$ cat config.mk
export PLATFORM = sky130hd
export DESIGN_NAME = serial_adder_ctrl
export DESIGN_NICKNAME = d
export VERILOG_FILES = /design/src/rtl/serial_adder_ctrl.sv
export SDC_FILE = /design/constraint.sdc
export NUM_CORES = 1
export LEC_CHECK = 0
export CORE_ASPECT_RATIO = 1.25
export CORE_MARGIN = 5
export CORE_UTILIZATION = 45
export DETAILED_ROUTE_END_ITERATION = 6
export PLACE_DENSITY = 0.76
export SYNTH_ARGS = -nofsm -noshare
export SYNTH_HDL_FRONTEND = slang
export SYNTH_SLANG_ARGS = --single-unit
$ cat constraint.sdc
create_clock -name clk -period 3.4 [get_ports clk]
set_input_delay 0.68 -clock clk [delete_from_list [all_inputs] [get_ports clk]]
set_output_delay 0.68 -clock clk [all_outputs]
set_load 0.01 [all_outputs]
$ cat src/rtl/serial_adder_ctrl.sv
// Bit-serial adder: one full_adder cell walks the operands LSB first, one bit per clock.
// Optional subtract mode is compiled in with `define SERIAL_SUB_EN (adds port sub).

module full_adder (
  input  logic a,
  input  logic b,
  input  logic cin,
  output logic sum,
  output logic cout
);

  assign sum  = a ^ b ^ cin;
  assign cout = (a & b) | (a & cin) | (b & cin);

endmodule

module serial_adder_ctrl #(
  parameter int WIDTH = 32
) (
  input  logic             clk,
  input  logic             reset,
  input  logic             start,
  input  logic [WIDTH-1:0] a,
  input  logic [WIDTH-1:0] b,
`ifdef SERIAL_SUB_EN
  input  logic             sub,
`endif
  output logic             busy,
  output logic             done,
  output logic [WIDTH-1:0] result,
  output logic             carry_out,
  output logic             overflow
);

  localparam int CW = $clog2(WIDTH);
  localparam logic [CW-1:0] LAST_BIT = CW'(WIDTH - 1);

  localparam logic [1:0] IDLE = 2'd0;
  localparam logic [1:0] RUN  = 2'd1;
  localparam logic [1:0] DONE = 2'd2;

  logic [1:0]       state;
  logic [WIDTH-1:0] a_sh;
  logic [WIDTH-1:0] b_sh;
  logic [CW-1:0]    count;
  logic             carry_q;
  logic             sub_q;
  logic             carry_init;
  logic             b_bit;
  logic             sum_bit;
  logic             carry_bit;

  // Subtraction is a + ~b + 1: invert b bits and seed the carry with 1.
`ifdef SERIAL_SUB_EN
  assign carry_init = sub;

  always_ff @(posedge clk or posedge reset) begin
    if (reset)
      sub_q <= 1'b0;
    else if (state == IDLE && start)
      sub_q <= sub;
  end
`else
  assign carry_init = 1'b0;
  assign sub_q      = 1'b0;
`endif

  assign b_bit = b_sh[0] ^ sub_q;
  assign busy  = (state == RUN);

  full_adder u_fa (
    .a    (a_sh[0]),
    .b    (b_bit),
    .cin  (carry_q),
    .sum  (sum_bit),
    .cout (carry_bit)
  );

  // done is registered off the DONE state, so it appears WIDTH+1 edges after the accepting edge.
  always_ff @(posedge clk or posedge reset) begin
    if (reset) begin
      state     <= IDLE;
      a_sh      <= '0;
      b_sh      <= '0;
      count     <= '0;
      carry_q   <= 1'b0;
      result    <= '0;
      carry_out <= 1'b0;
      overflow  <= 1'b0;
      done      <= 1'b0;
    end else begin
      done <= (state == DONE);
      case (state)
        IDLE: begin
          if (start) begin
            a_sh    <= a;
            b_sh    <= b;
            count   <= '0;
            carry_q <= carry_init;
            state   <= RUN;
          end
        end
        RUN: begin
          result  <= {sum_bit, result[WIDTH-1:1]};
          carry_q <= carry_bit;
          a_sh    <= a_sh >> 1;
          b_sh    <= b_sh >> 1;
          count   <= count + 1'b1;
          // carry_q still holds the carry into the MSB on the last bit.
          if (count == LAST_BIT) begin
            carry_out <= carry_bit;
            overflow  <= carry_q ^ carry_bit;
            state     <= DONE;
          end
        end
        DONE:    state <= IDLE;
        default: state <= IDLE;
      endcase
    end
  end

endmodule

* Word level (Yosys, flattened, before mapping)
Index checks and enable logic that the tools add are counted.
Word-level totals: flip-flop bits (word level) 107, input port bits 67, output and inout bits 36
Cells by class: $add $sub $neg 1, equality and inequality tests 5, muxes and demuxes 11, bitwise logic cells 8, reduce and logical (&&, ||, !) cells 5
Operators by type and width (number):
- one-hot mux 32 bit (2 select lines) | 2
- two-way mux 32 bit | 2
- one-hot mux 5 bit (2 select lines) | 1
- AND reduction 2 bit | 3
- adder 5 x 1 -> 5 bit (second input constant) | 1
- equality test 5 bit (second input constant) | 1
- two-way mux 5 bit | 1
- two-way mux 2 bit | 2
- one-hot mux 2 bit (2 select lines) | 1
- bitwise AND 1 bit | 3
- XOR 1 bit | 3
- equality test 2 x 1 -> 1 bit (second input constant) | 1
- equality test 2 bit (second input constant) | 1
- zero test 2 bit | 1
- inequality test 2 x 1 -> 1 bit (second input constant) | 1
- inequality test 2 bit (second input constant) | 1
- bitwise OR 1 bit | 2
- one-hot mux 1 bit (2 select lines) | 1
- nonzero test 2 bit | 1
- two-way mux 1 bit | 1

* Depth between registers and ports, before layout
word-level depth 4, depth in mapped cells 7

* Hierarchy
Synthesis repeated with hierarchy kept, for this count alone.
Second synthesis, totals: cell total of the unflattened synthesis 463, area total of the unflattened synthesis 5083.6 um2
Modules (own cells, without submodules):
- serial_adder_ctrl | times used 1, cells each 462, area an instance 5063.6 um2, seq. area each 2677.6 um2
- full_adder | times used 1, cells each 1, area an instance 20.0 um2, seq. area each 0.0 um2

* Least setup slack after synthesis
Ideal clock, no wire load.
path type register to output, from register state[1], to output busy, data arrival time 0.990 ns, setup slack 1.730 ns, cell stages (with the launch flop) 5, path buffers 2, cell sequence dfrtp_1 -> nand2b_1 -> buf_2 -> inv_2 -> buf_2
Between the ends: longest elaborated chain between the ends 1
Ends and longest elaborated chain:
- start, declared | RTL line 42 | logic [1:0] state;
- start signal, assigned | RTL line 82 | state <= IDLE;
- start signal, assigned | RTL line 100 | state <= RUN;
- start signal, assigned | RTL line 113 | state <= DONE;
- equality test 2 x 1 -> 1 bit | RTL line 69 | assign busy = (state == RUN);
- end, declared | RTL line 28 | output logic busy,
No other way between the ends.

* Final worst setup path
Ends and elaborated chain as after synthesis.

==> flow_summary.html <==
<table>
<tr><th>Metric</th><th>Value</th></tr>
<tr><th colspan="2">Pwr</th></tr>
<tr><td>Power Dens Cells</td><td>837 nW/um2</td></tr>
<tr><td>Max IR drop VDD</td><td>0.000414 V</td></tr>
<tr><td>Static leakage</td><td>2.60 nW</td></tr>
<tr><th colspan="2">STA</th></tr>
<tr><td>Setup repair after global routing missed its margin</td><td>false</td></tr>
<tr><td>Relative slew slack</td><td>50.9%</td></tr>
<tr><td>Slew @ Worst Pin</td><td>0.736 ns</td></tr>
<tr><td>Final number of setup-violating endpoints</td><td>0</td></tr>
<tr><td>Tmin final</td><td>2.67 ns</td></tr>
<tr><td>Fin Setup TNS</td><td>0 ns</td></tr>
<tr><td>Period utilisation layout</td><td>78.6%</td></tr>
<tr><td>Slew Limit Fails</td><td>0</td></tr>
<tr><td>Maximum clock frequency</td><td>0.374 GHz</td></tr>
<tr><td>Skew final</td><td>0.00659 ns</td></tr>
<tr><td>Final-report hold violation count</td><td>0</td></tr>
<tr><th colspan="2">Synth</th></tr>
<tr><td>Adder-Cell Fraction of Synth Area</td><td>0.983%</td></tr>
<tr><td>Flop and latch count out of synthesis</td><td>107</td></tr>
<tr><td>Multiplexer share of the synthesized area</td><td>0%</td></tr>
<tr><td>Cell area after synthesis</td><td>4580 um2</td></tr>
<tr><td>Compound-Gate Fraction of Synth Area</td><td>19.5%</td></tr>
<tr><td>Simple-gate share of the synthesized area</td><td>15.2%</td></tr>
<tr><td>Mean cell area of the mapped netlist</td><td>9.69 um2</td></tr>
<tr><td>XOR/XNOR Fraction of Synth Area</td><td>0.191%</td></tr>
<tr><td>Largest family of logic cells by synthesized area</td><td>compound AO/OA/AOI/OAI gates</td></tr>
<tr><td>Gate count after technology mapping</td><td>473</td></tr>
<tr><td>Syn. warnings</td><td>0</td></tr>
<tr><td>Seq/Total Area, Yosys</td><td>58.4%</td></tr>
<tr><td>Post-Synthesis Net Count</td><td>543</td></tr>
<tr><td>Count of different cell masters after synthesis</td><td>30</td></tr>
<tr><th colspan="2">Setup path</th></tr>
<tr><td>CP Capture Type</td><td>output port</td></tr>
<tr><td>Element type at the critical path start</td><td>register</td></tr>
<tr><td>CP Max Fanout</td><td>35</td></tr>
<tr><td>Required time at the endpoint of the critical path</td><td>2.72 ns</td></tr>
<tr><td>Kind of critical path</td><td>register to output port</td></tr>
<tr><td>Arr. time, crit path</td><td>1.99 ns</td></tr>
<tr><th colspan="2">Route</th></tr>
<tr><td>Residual DRC count</td><td>0</td></tr>
<tr><td>Post-Route WL</td><td>10,200 um</td></tr>
<tr><td>First drt pass iteration count</td><td>4</td></tr>
<tr><td>Number of routed nets with antenna violations</td><td>0</td></tr>
<tr><td>Iteration-0 DRC Markers</td><td>284</td></tr>
<tr><td>Routed via count divided by cell count</td><td>5.39</td></tr>
<tr><td>Routed via count</td><td>3,722</td></tr>
<tr><td>Mean routed wirelength per cell</td><td>14.8 um</td></tr>
<tr><th colspan="2">Place</th></tr>
<tr><td>Final HPWL DP</td><td>6820 um</td></tr>
<tr><td>Final GP Congestion</td><td>0.760</td></tr>
<tr><td>Post-DP Area</td><td>5620 um2</td></tr>
<tr><td>Count of buffers inserted at the top-level ports</td><td>102</td></tr>
<tr><th colspan="2">Die</th></tr>
<tr><td>Die footprint</td><td>12,300 um2</td></tr>
<tr><td>Width of the die</td><td>100 um</td></tr>
<tr><td>Die height</td><td>123 um</td></tr>
<tr><td>Core box area</td><td>10,100 um2</td></tr>
<tr><td>Starting Density</td><td>45.6%</td></tr>
<tr><td>IO Pins</td><td>103</td></tr>
<tr><td>Site row count</td><td>41</td></tr>
<tr><th colspan="2">Global routing</th></tr>
<tr><td>GRT busiest layer</td><td>met2</td></tr>
<tr><td>Antenna violations before repair</td><td>0</td></tr>
<tr><td>Met1 routing resource usage after global routing</td><td>23.2%</td></tr>
<tr><td>Number of global-route vias before repair</td><td>3,666</td></tr>
<tr><td>Pin count of the biggest net entering global routing</td><td>76</td></tr>
<tr><td>Total congestion overflow</td><td>0</td></tr>
<tr><td>Total global routing track utilization</td><td>17.1%</td></tr>
<tr><td>Wire length of the first global-routing pass</td><td>17,100 um</td></tr>
<tr><td>Met3 usage in global routing</td><td>3.52%</td></tr>
<tr><td>Grt met2 use</td><td>27.2%</td></tr>
<tr><th colspan="2">Layout</th></tr>
<tr><td>Final non-filler cell area</td><td>5950 um2</td></tr>
<tr><td>Layout overhead on the synthesized area</td><td>29.8%</td></tr>
<tr><td>Fin nets</td><td>627</td></tr>
<tr><td>Antenna cells</td><td>0</td></tr>
<tr><td>Fraction of final layout cells sized beyond drive strength 1</td><td>5.34%</td></tr>
<tr><td>Number of filler cells placed in the layout</td><td>881</td></tr>
<tr><th colspan="2">Clocking</th></tr>
<tr><td>Clk sink count</td><td>107</td></tr>
<tr><td>Buffers inserted by post-CTS timing repair</td><td>0</td></tr>
<tr><td>Num CTS Buffers</td><td>9</td></tr>
<tr><td>Hold_buf cts</td><td>0</td></tr>
<tr><td>Quantity of gates resized following cts</td><td>0</td></tr>
<tr><td>Depth of the CTS H-tree</td><td>3</td></tr>
<tr><td>Max clock buf depth</td><td>2</td></tr>
<tr><td>Clk slew on worst S/H paths</td><td>0.07 ns</td></tr>
<tr><td>Clock Tree Root</td><td>sky130_fd_sc_hd__clkbuf_16</td></tr>
<tr><td>Latest clock arrival within the worst-skew pair</td><td>0.34 ns</td></tr>
<tr><td>TritonCTS clock tree</td><td>built</td></tr>
<tr><th colspan="2">Min path</th></tr>
<tr><td>Class of the tightest hold or removal check</td><td>register to register</td></tr>
<tr><th colspan="2">Run status</th></tr>
<tr><td>Status</td><td>complete, no violations</td></tr>
<tr><th colspan="2">Flow run</th></tr>
<tr><td>Count of maximum capacitance violations</td><td>0</td></tr>
</table>
metrics by stage:
| stage | total power (W) | instances | worst slack (ns) | utilization (%) | hold slack (ns) |
|---|---|---|---|---|---|
| 2_1_floorplan | 0.00323 | 473 | 1.43 | - | 0.442 |
| 3_3_place_gp | 0.00379 | 675 | 1.11 | 55.9 | 0.458 |
| 3_5_place_dp | 0.00390 | 675 | 1.05 | 55.9 | 0.472 |
| 4_1_cts | 0.00505 | 691 | 0.706 | 59.2 | 0.489 |
| 5_1_grt | 0.00535 | 691 | 0.620 | 59.2 | 0.509 |
| 6_report | 0.00498 | 691 | 0.729 | 59.2 | 0.484 |
cell usage in the layout, fill, tap and decap left out, drive strengths merged:
| cell type | n |
|---|---|
| o21bai | 1 |
| and3 | 1 |
| nand3 | 1 |
| a2bb2oi | 1 |
| a22oi | 60 |
| nand3b | 1 |
| o31ai | 1 |
| a21oi | 3 |
| bufinv | 2 |
| nor3b | 1 |
| a32o | 1 |
| nand2 | 161 |
| clkbuf | 10 |
| inv | 10 |
| fa | 1 |
| nor2 | 1 |
| buf | 8 |
| ha | 2 |
| xor2 | 1 |
| a22o | 2 |
| clkinv | 1 |
| dfrtp | 107 |
| clkinvlp | 2 |
| and2 | 4 |
| a31oi | 3 |
| clkdlybuf4s50 | 102 |
| nor2b | 4 |
| o21ai | 69 |
| nand2b | 1 |
report_power, final:
part           switching (W)  internal [W]
sequential          0.000314       0.00178
combinational       0.000932      0.000818
clock               0.000461      0.000672
total                0.00171       0.00327
synth_stat cells (all sizes together):
cell type | count | share of area [%]
and3 | 1 | 0.14
nand2 | 161 | 13
nand2b | 1 | 0.14
nand3 | 1 | 0.11
nand3b | 1 | 0.16
a31oi | 3 | 0.41
buf | 27 | 4.2
xor2 | 1 | 0.19
nor2 | 1 | 0.082
nor3b | 1 | 0.16
nor2b | 4 | 0.71
a22oi | 60 | 9.8
a2bb2oi | 1 | 0.19
dfrtp | 107 | 58
a32o | 1 | 0.22
a22o | 2 | 0.38
and2 | 4 | 0.55
ha | 2 | 0.55
a21oi | 3 | 0.33
clkbuf | 10 | 0.82
o21bai | 1 | 0.41
fa | 1 | 0.44
o21ai | 69 | 7.5
o31ai | 1 | 0.16
inv | 9 | 0.74
registers in the layout, indices dropped and copies added (netlist names):
name / count
a_sh: 32
b_sh: 32
carry_out: 1
carry_q: 1
count: 5
done: 1
overflow: 1
result: 32
state: 2
worst paths after layout:
path                                        from  slack [ns]  cells past startpoint                      to
setup / recovery            state[1]$_DFFE_PP0P_        0.73                      3                    busy
min in group asynchronous                  reset        0.80                      2  result[15]$_DFFE_PP0P_
hold / removal             result[0]$_DFFE_PP0P_        0.48                      2   result[0]$_DFFE_PP0P_
hold reg to reg            result[0]$_DFFE_PP0P_        0.48                      2   result[0]$_DFFE_PP0P_
max in group asynchronous                  reset        1.78                      3    state[1]$_DFFE_PP0P_
setup reg to reg            state[1]$_DFFE_PP0P_        1.51                      5    count[3]$_DFFE_PP0P_
per-layer routing:
metal,vias up,share of wire (%),routed length [um]
met5,-,0,0
met4,0,1.8,183
met1,1821,45,4570
li1,1776,-,-
met3,16,5.5,568
met2,109,48,4920
logic make-up (layout without fill, tap and decap cells):
logic type                 count (synthesis)  count (layout)
adders and majority gates                  3               3
AOI/OAI and AO/OA                        141             141
DFF                                      107             107
and+or+nand+nor                          175             175
buffers and inverters                     46             135
xor gates and xnor gates                   1               1
cell type report:
| type | instances | area (um2) | share of cell area (%) |
|---|---|---|---|
| sequential | 107 | 2680 | 45.0 |
| multi-input combinational | 320 | 1640 | 27.6 |
| timing repair buffer | 110 | 1090 | 18.4 |
| clock buffer | 10 | 239 | 4.02 |
| tap | 129 | 161 | 2.71 |
| clock inverter | 6 | 93.8 | 1.58 |
| inverter | 9 | 37.5 | 0.631 |
critical path: stages (launching register included):
cell and delay (ns):
sky130_fd_sc_hd__dfrtp_2 0.40, sky130_fd_sc_hd__nand2b_1 0.17, sky130_fd_sc_hd__inv_2 0.43, sky130_fd_sc_hd__clkdlybuf4s50_1 0.65
No activity file was read; power rests on OpenSTA's default activity.
